--- config.mk ---
export PLATFORM = sky130hd
export DESIGN_NAME = mdio_sta_ctrl
export DESIGN_NICKNAME = d
export VERILOG_FILES = /design/src/rtl/mdio_sta_ctrl.sv
export SDC_FILE = /design/constraint.sdc
export NUM_CORES = 1
export LEC_CHECK = 0
export CORE_AREA = 2 2 93 95
export CTS_BUF_LIST = sky130_fd_sc_hd__clkbuf_8
export DETAILED_ROUTE_END_ITERATION = 16
export DIE_AREA = 0 0 95 97
export GPL_TIMING_DRIVEN = 0
export PLACE_DENSITY = 0.73
export SKIP_LAST_GASP = 1
export SLEW_MARGIN = 30
export SYNTH_ARGS = -nofsm -noshare
export SYNTH_HDL_FRONTEND = slang
export SYNTH_SLANG_ARGS = --single-unit
--- constraint.sdc ---
create_clock -name clk -period 2.8 [get_ports clk]
set_input_delay 0.28 -clock clk [delete_from_list [all_inputs] [get_ports clk]]
set_output_delay 0.28 -clock clk [all_outputs]
set_load 0.005 [all_outputs]
--- src/rtl/mdio_sta_ctrl.sv ---
// MDIO station-management master: programmable MDC divider and preamble,
// Clause 22/45 framing, command/response handshake, read turnaround check.
module mdio_sta_ctrl #(
   parameter int CLK_DIV = 10,
   parameter int PRE_LEN = 32,
   parameter int CL45_EN = 1
) (
   input  logic        clk,
   input  logic        rst,
   input  logic        cmd_valid,
   output logic        cmd_ready,
   input  logic        cmd_cl45,
   input  logic [1:0]  cmd_op,
   input  logic [4:0]  cmd_phyad,
   input  logic [4:0]  cmd_regad,
   input  logic [15:0] cmd_wdata,
   output logic        rsp_valid,
   output logic [15:0] rsp_rdata,
   output logic        rsp_err,
   output logic        busy,
   output logic        mdc,
   output logic        mdo,
   output logic        mdo_en,
   input  logic        mdi
);

   typedef enum logic [2:0] {S_IDLE, S_PRE, S_HDR, S_TA, S_DATA} state_t;

   localparam logic [7:0] DIV_MAX = 8'(CLK_DIV - 1);
   localparam logic [4:0] PRE_CNT = (PRE_LEN == 0) ? 5'd0 : 5'(PRE_LEN - 1);

   state_t      state_q, state_d;
   logic [7:0]  div_q, div_d;
   logic [4:0]  cnt_q, cnt_d;
   logic [31:0] sh_q, sh_d;
   logic        rd_q, rd_d;
   logic [15:0] rx_q, rx_d;
   logic        ta_err_q, ta_err_d;
   logic        mdc_q, mdc_d;
   logic        mdo_q, mdo_d;
   logic        mdo_en_q, mdo_en_d;
   logic        rsp_valid_q, rsp_valid_d;
   logic [15:0] rsp_rdata_q, rsp_rdata_d;
   logic        rsp_err_q, rsp_err_d;
   logic        bit_end;
   logic        cl45;

   assign cl45 = (CL45_EN != 0) && cmd_cl45;

   always_comb begin
      state_d     = state_q;
      div_d       = div_q;
      cnt_d       = cnt_q;
      sh_d        = sh_q;
      rd_d        = rd_q;
      rx_d        = rx_q;
      ta_err_d    = ta_err_q;
      mdc_d       = mdc_q;
      rsp_valid_d = 1'b0;
      rsp_rdata_d = rsp_rdata_q;
      rsp_err_d   = rsp_err_q;
      bit_end     = 1'b0;

      if (state_q == S_IDLE) begin
         if (cmd_valid) begin
            state_d  = (PRE_LEN == 0) ? S_HDR : S_PRE;
            cnt_d    = (PRE_LEN == 0) ? 5'd13 : PRE_CNT;
            // ST, OP, PHYAD, REGAD, write TA, DATA: shifted out MSB first
            sh_d     = {1'b0, ~cl45, cmd_op, cmd_phyad, cmd_regad, 2'b10, cmd_wdata};
            rd_d     = cmd_op[1];
            div_d    = '0;
            mdc_d    = 1'b0;
            ta_err_d = 1'b0;
         end
      end else if (div_q == DIV_MAX) begin
         div_d = '0;
         mdc_d = ~mdc_q;
         if (!mdc_q) begin
            if (rd_q && state_q == S_TA && cnt_q == 5'd0) ta_err_d = mdi;
            if (rd_q && state_q == S_DATA) rx_d = {rx_q[14:0], mdi};
         end else begin
            bit_end = 1'b1;
         end
      end else begin
         div_d = div_q + 8'd1;
      end

      if (bit_end) begin
         if (cnt_q != 5'd0) begin
            cnt_d = cnt_q - 5'd1;
            if (state_q != S_PRE) sh_d = sh_q << 1;
         end else begin
            unique case (state_q)
               S_PRE: begin
                  state_d = S_HDR;
                  cnt_d   = 5'd13;
               end
               S_HDR: begin
                  state_d = S_TA;
                  cnt_d   = 5'd1;
                  sh_d    = sh_q << 1;
               end
               S_TA: begin
                  state_d = S_DATA;
                  cnt_d   = 5'd15;
                  sh_d    = sh_q << 1;
               end
               default: begin
                  state_d     = S_IDLE;
                  rsp_valid_d = 1'b1;
                  if (rd_q) begin
                     rsp_rdata_d = rx_q;
                     rsp_err_d   = ta_err_q;
                  end else begin
                     rsp_err_d   = 1'b0;
                  end
               end
            endcase
         end
      end

      // Pad outputs follow the next state so they change only at bit start.
      mdo_d    = 1'b1;
      mdo_en_d = 1'b0;
      if (state_d != S_IDLE) begin
         mdo_en_d = !(rd_d && (state_d == S_TA || state_d == S_DATA));
         mdo_d    = (state_d == S_PRE) || !mdo_en_d || sh_d[31];
      end
   end

   always_ff @(posedge clk or posedge rst) begin
      if (rst) begin
         state_q     <= S_IDLE;
         div_q       <= '0;
         cnt_q       <= '0;
         sh_q        <= '0;
         rd_q        <= 1'b0;
         rx_q        <= '0;
         ta_err_q    <= 1'b0;
         mdc_q       <= 1'b0;
         mdo_q       <= 1'b1;
         mdo_en_q    <= 1'b0;
         rsp_valid_q <= 1'b0;
         rsp_rdata_q <= '0;
         rsp_err_q   <= 1'b0;
      end else begin
         state_q     <= state_d;
         div_q       <= div_d;
         cnt_q       <= cnt_d;
         sh_q        <= sh_d;
         rd_q        <= rd_d;
         rx_q        <= rx_d;
         ta_err_q    <= ta_err_d;
         mdc_q       <= mdc_d;
         mdo_q       <= mdo_d;
         mdo_en_q    <= mdo_en_d;
         rsp_valid_q <= rsp_valid_d;
         rsp_rdata_q <= rsp_rdata_d;
         rsp_err_q   <= rsp_err_d;
      end
   end

   assign cmd_ready = (state_q == S_IDLE);
   assign busy      = (state_q != S_IDLE);
   assign mdc       = mdc_q;
   assign mdo       = mdo_q;
   assign mdo_en    = mdo_en_q;
   assign rsp_valid = rsp_valid_q;
   assign rsp_rdata = rsp_rdata_q;
   assign rsp_err   = rsp_err_q;

endmodule

* Yosys cells after proc, flatten, opt, wreduce, memory -nomap -nowiden *
Cells that the tools add are included.

cells by class
  $add $sub $neg = 2
  $mul = 0
  divide/modulo/power cells = 0
  order comparisons = 0
  equality and inequality tests = 11
  shift operators = 0
  muxes and demuxes = 37
  bitwise operators = 5
  reduce and logical (&&, ||, !) cells = 22

operator list
  operator                                             count
  two-way mux 32 bit                                   6
  two-way mux 8 bit                                    3
  two-way mux 5 bit                                    4
  two-way mux 1 bit                                    18
  case mux 5 bit (3 select lines)                      1
  two-way mux 3 bit                                    4
  AND reduction 4 bit                                  3
  equality test 3 x 2 -> 1 bit, second input constant  3
  case mux 3 bit (3 select lines)                      1
  adder 8 x 1 -> 8 bit, second input constant          1
  equality test 8 x 4 -> 1 bit, second input constant  1
  equality test 3 x 1 -> 1 bit, second input constant  2
  equality test 3 bit, second input constant           2
  nonzero test 3 bit                                   2
  zero test 5 bit                                      1
  NOT 1 bit                                            5
  nonzero test 5 bit                                   1
  subtractor 5 x 1 -> 5 bit, second input constant     1
  logical AND 1 bit                                    4
  != test 2 bit, second input constant                 2
  nonzero test 2 bit                                   2
  zero test 3 bit                                      1
  logical OR 1 bit                                     3
  != test 3 x 1 -> 1 bit, second input constant        1
  5 further kinds                                      5

word-level totals
  flip-flop bits (word level) = 87
  latch bits = 0
  bits in writable memories = 0
  ROM bits = 0
  bits of input ports = 33
  output and inout bits = 23
  word-level logic and storage cells = 90
  memories = 0

* Depth between registers and ports, before layout *
  depth in word-level cells = 10
  depth in mapped cells = 9
  mapped depth without buffers = 7

* Worst setup path before layout *
OpenSTA, ideal clock, no wires.

  kind = flip-flop to flip-flop
  start point = reg div_q[1]
  end point = reg rx_q[0]
  library setup time = 125 ps
  arrival time = 1717 ps
  required time = 2675 ps
  setup slack = 957 ps
  stages on the path, launching flop included = 8
  buffers on the path = 1
  period minus slack after synthesis = 1843 ps
  cell sequence = dfrtp_1 inv_1 ha_1 nor4b_4 nand2_2 nor3_4 buf_6 mux2_4

between the ends
  word-level cells in the longest chain between the ends = 2

ends and longest elaborated chain
  item                                  line  RTL
  start: declaration                    33    logic [7:0] div_q, div_d;
  start signal: assignment              148   div_q <= div_d;
  equality test 8 x 4 -> 1 bit          75    end else if (div_q == DIV_MAX) begin
  AND reduction 4 bit (no source line)  --
  end signal: assignment                152   rx_q <= rx_d;
  end: declaration                      37    logic [15:0] rx_q, rx_d;

Every way passes these cells.
A chain may end at the register's enable or synchronous reset.

* Worst setup path in the final report *
  start point = reg state_q[0]
  end point = out busy

between the ends
  word-level cells in the longest chain between the ends = 1

ends and longest elaborated chain
  item                      line  RTL
  start: declaration        32    state_t state_q, state_d;
  start signal: assignment  147   state_q <= state_d;
  nonzero test 3 bit        164   assign busy = (state_q != S_IDLE);
  end: declaration          20    output logic busy,

Every way passes these cells.

==> metrics <==
Final Hold Viols 0; detailed-router iteration count before antenna repair 4; wire per inst 14.2 µm; Tot Pwr 3.01 mW; # rows 33; DRC marker count from the first detailed-route iteration between 150 and 200; CTS tree yes; final antenna-violating net count 0; status complete, no violations; max-slew violations 0; Syn-to-layout area delta 22.6%; DRC viols 0; post-placement cell count 548; Syn. warnings 0; die footprint 0.00922 mm²; sequential-to-total area share from yosys stat 54.2%; GRT Util Overall 18.8%; CTS Buffer Depth 2; synth unique cells 45; Synth Area per Inst 10.4 µm²; Worst-Margin Slew 0.555 ns; # H-tree levels 3; pre-CTS setup slack about 0.78 ns; Min-Delay Path Class in2async; internal power 2.13 mW; Core Area slightly above 0.008 mm²; WS Path Type reg2out; nets 491; routed wire length 8000 µm; share of cells above drive strength 1 between 15 and 20%; number of CTS-inserted buffers 9; Synthesized Nets between 400 and 500; Post-CTS Setup Bufs 0; Storage cell area 0.00218 mm²; Slew headroom 62.9%; Starting Density between 40% and 50%; Die Span Y 97 µm; Comb power frac 17.1%; Gate Count Post-Synth 387; # port buffers between 50 and 60; Pleak 2.26 nW; clk_lat worst skew 0.36 ns; Period Utilization, post-route 75.5%; fin crit period 2.11 ns; post-CTS sizing 0; Filler cells roughly 680; io pins 56; global-route wire length before repair ~14000 µm; # Max-Cap Violations 0; most common cell after layout, fill and taps aside dfrtp_1; TritonCTS sink count 87; CTS clk-pin slew, worst paths 0.09 ns; multi-input logic area 0.00167 mm²; flops & latches, synth 87; initial antenna violation count 0; Via-to-Cell Ratio 5.30; final non-filler cell total 564; RD Place Congestion about 0.82; final setup vio count 0; GRT overflow 0; vias between 2000 and 3000; Reg power frac 53.8%; clock share of power 29.1%; Final Skew 0.0130 ns; worst setup margin 0.687 ns; RSZ-0062 raised after global routing false; Critical Path RT 2.52 ns; pwr/cell area 612 mW/mm²; ant diodes 0; die width 95 µm; DP Wirelength about 5500 µm; Critical Path End Type output port; Setup crit start kind flop; Arr. time, crit path 1.83 ns; Synth Cell Area 0.00402 mm²; largest net degree at the start of global routing 66; CP max FO 10; Sw Share 29.3%; number of global-route vias before repair 2918; most frequent cells in the layout dfrtp_1, nand2_1, clkdlybuf4s50_1, nor2_1, a31oi_1; max frequency between 400 and 500 MHz; CTS Hold Buffers Added 0; switching pwr 883 µW; peak supply drop 270 µV; root buffer cell clkbuf_8
==> synth_stat cells (all sizes together) <==
cell type / instances / area [µm²]
dfrtp: 86 / 2150
clkbuf: 3 / 11.3
or2: 1 / 6.26
xnor2: 2 / 17.5
nand3: 6 / 42.5
buf: 17 / 123
o31a: 1 / 8.76
nor3: 6 / 52.6
a22oi: 1 / 7.51
ha: 4 / 50.1
a2111oi: 1 / 8.76
and3: 7 / 43.8
inv: 8 / 30.0
nor4: 1 / 6.26
a21o: 1 / 7.51
nor3b: 2 / 20.0
a31oi: 28 / 175
o31ai: 3 / 22.5
nand3b: 1 / 7.51
nor4b: 2 / 38.8
a21boi: 1 / 7.51
and2: 4 / 26.3
dfstp: 1 / 26.3
nor2b: 2 / 12.5
mux2: 33 / 409
nor2: 48 / 180
nand2: 80 / 303
a21oi: 4 / 20.0
o211ai: 2 / 15.0
nand2b: 2 / 12.5
xor2: 1 / 8.76
o21a: 1 / 7.51
o21ai: 25 / 136
mux2i: 2 / 20.0
==> through the flow <==
step	setup TNS, ns	utilization, %	hold slack, ns	area (µm²)
after floorplan	0	-	0.404	4020
after global placement	-89.31	57.8	0.473	4700
after detailed placement	0	58.2	0.481	4730
after CTS	0	60.6	0.228	4930
after global routing	0	60.6	0.262	4930
final	0	60.6	0.238	4930
==> final timing paths <==
check	endpoint	cells after the start	start	slack, ns
setup / recovery	busy	4	state_q[0]	0.69
hold / removal	rx_q[4]	2	rst	0.24
setup reg to reg	rx_q[7]	7	div_q[1]	0.75
hold reg to reg	rsp_rdata[6]	1	rsp_rdata[6]	0.50
max in group asynchronous	mdo	3	rst	1.96
min in group clk	sh_q[20]	3	cmd_regad[2]	0.47
==> state kept, by name (all words and copies together), names as in the netlist, 3 cells and up <==
signal	count
sh_q	32
cnt_q	5
state_q	3
rsp_rdata	16
div_q	8
rx_q	16
==> per-layer routing <==
layer	track usage [%]	vias up	routed length, µm
li1	-	1460	-
met4	5.69	0	92
met3	4.05	6	297
met1	26.1	1457	3760
met2	29.5	64	3850
met5	0	-	0
==> cells by family after synthesis <==
kind of cell / synth area share [%]
DFF: 54.2
buffers and inverters: 4.08
AOI/OAI and AO/OA: 10.4
xor gates and xnor gates: 0.654
adders and majority gates: 1.25
muxes: 10.7
and+or+nand+nor: 18.7
==> power groups by stage <==
stage	logic [mW]	registers (mW)	clock network, mW
floorplan	0.363	1.60	0
global placement	0.488	1.63	0
detailed placement	0.514	1.64	0
CTS	0.523	1.62	0.895
global route	0.596	1.65	0.945
finish	0.516	1.62	0.876
==> worst max-delay path, stage by stage (launching register included) <==
cell	delay, ns
dfrtp_1	0.41
buf_2	0.19
nor3_4	0.28
inv_1	0.13
clkdlybuf4s50_1	0.46
==> layout make-up <==
cell class | count | share of cell area (%)
tap | 105 | 2.67
buffer | 20 | 2.72
inverter | 8 | 0.711
multi-input combinational | 272 | 34.0
clock inverter | 7 | 1.45
clock buffer | 9 | 2.51
timing repair buffer | 56 | 11.7
sequential | 87 | 44.2
No activity file was read; power rests on OpenSTA's default activity.
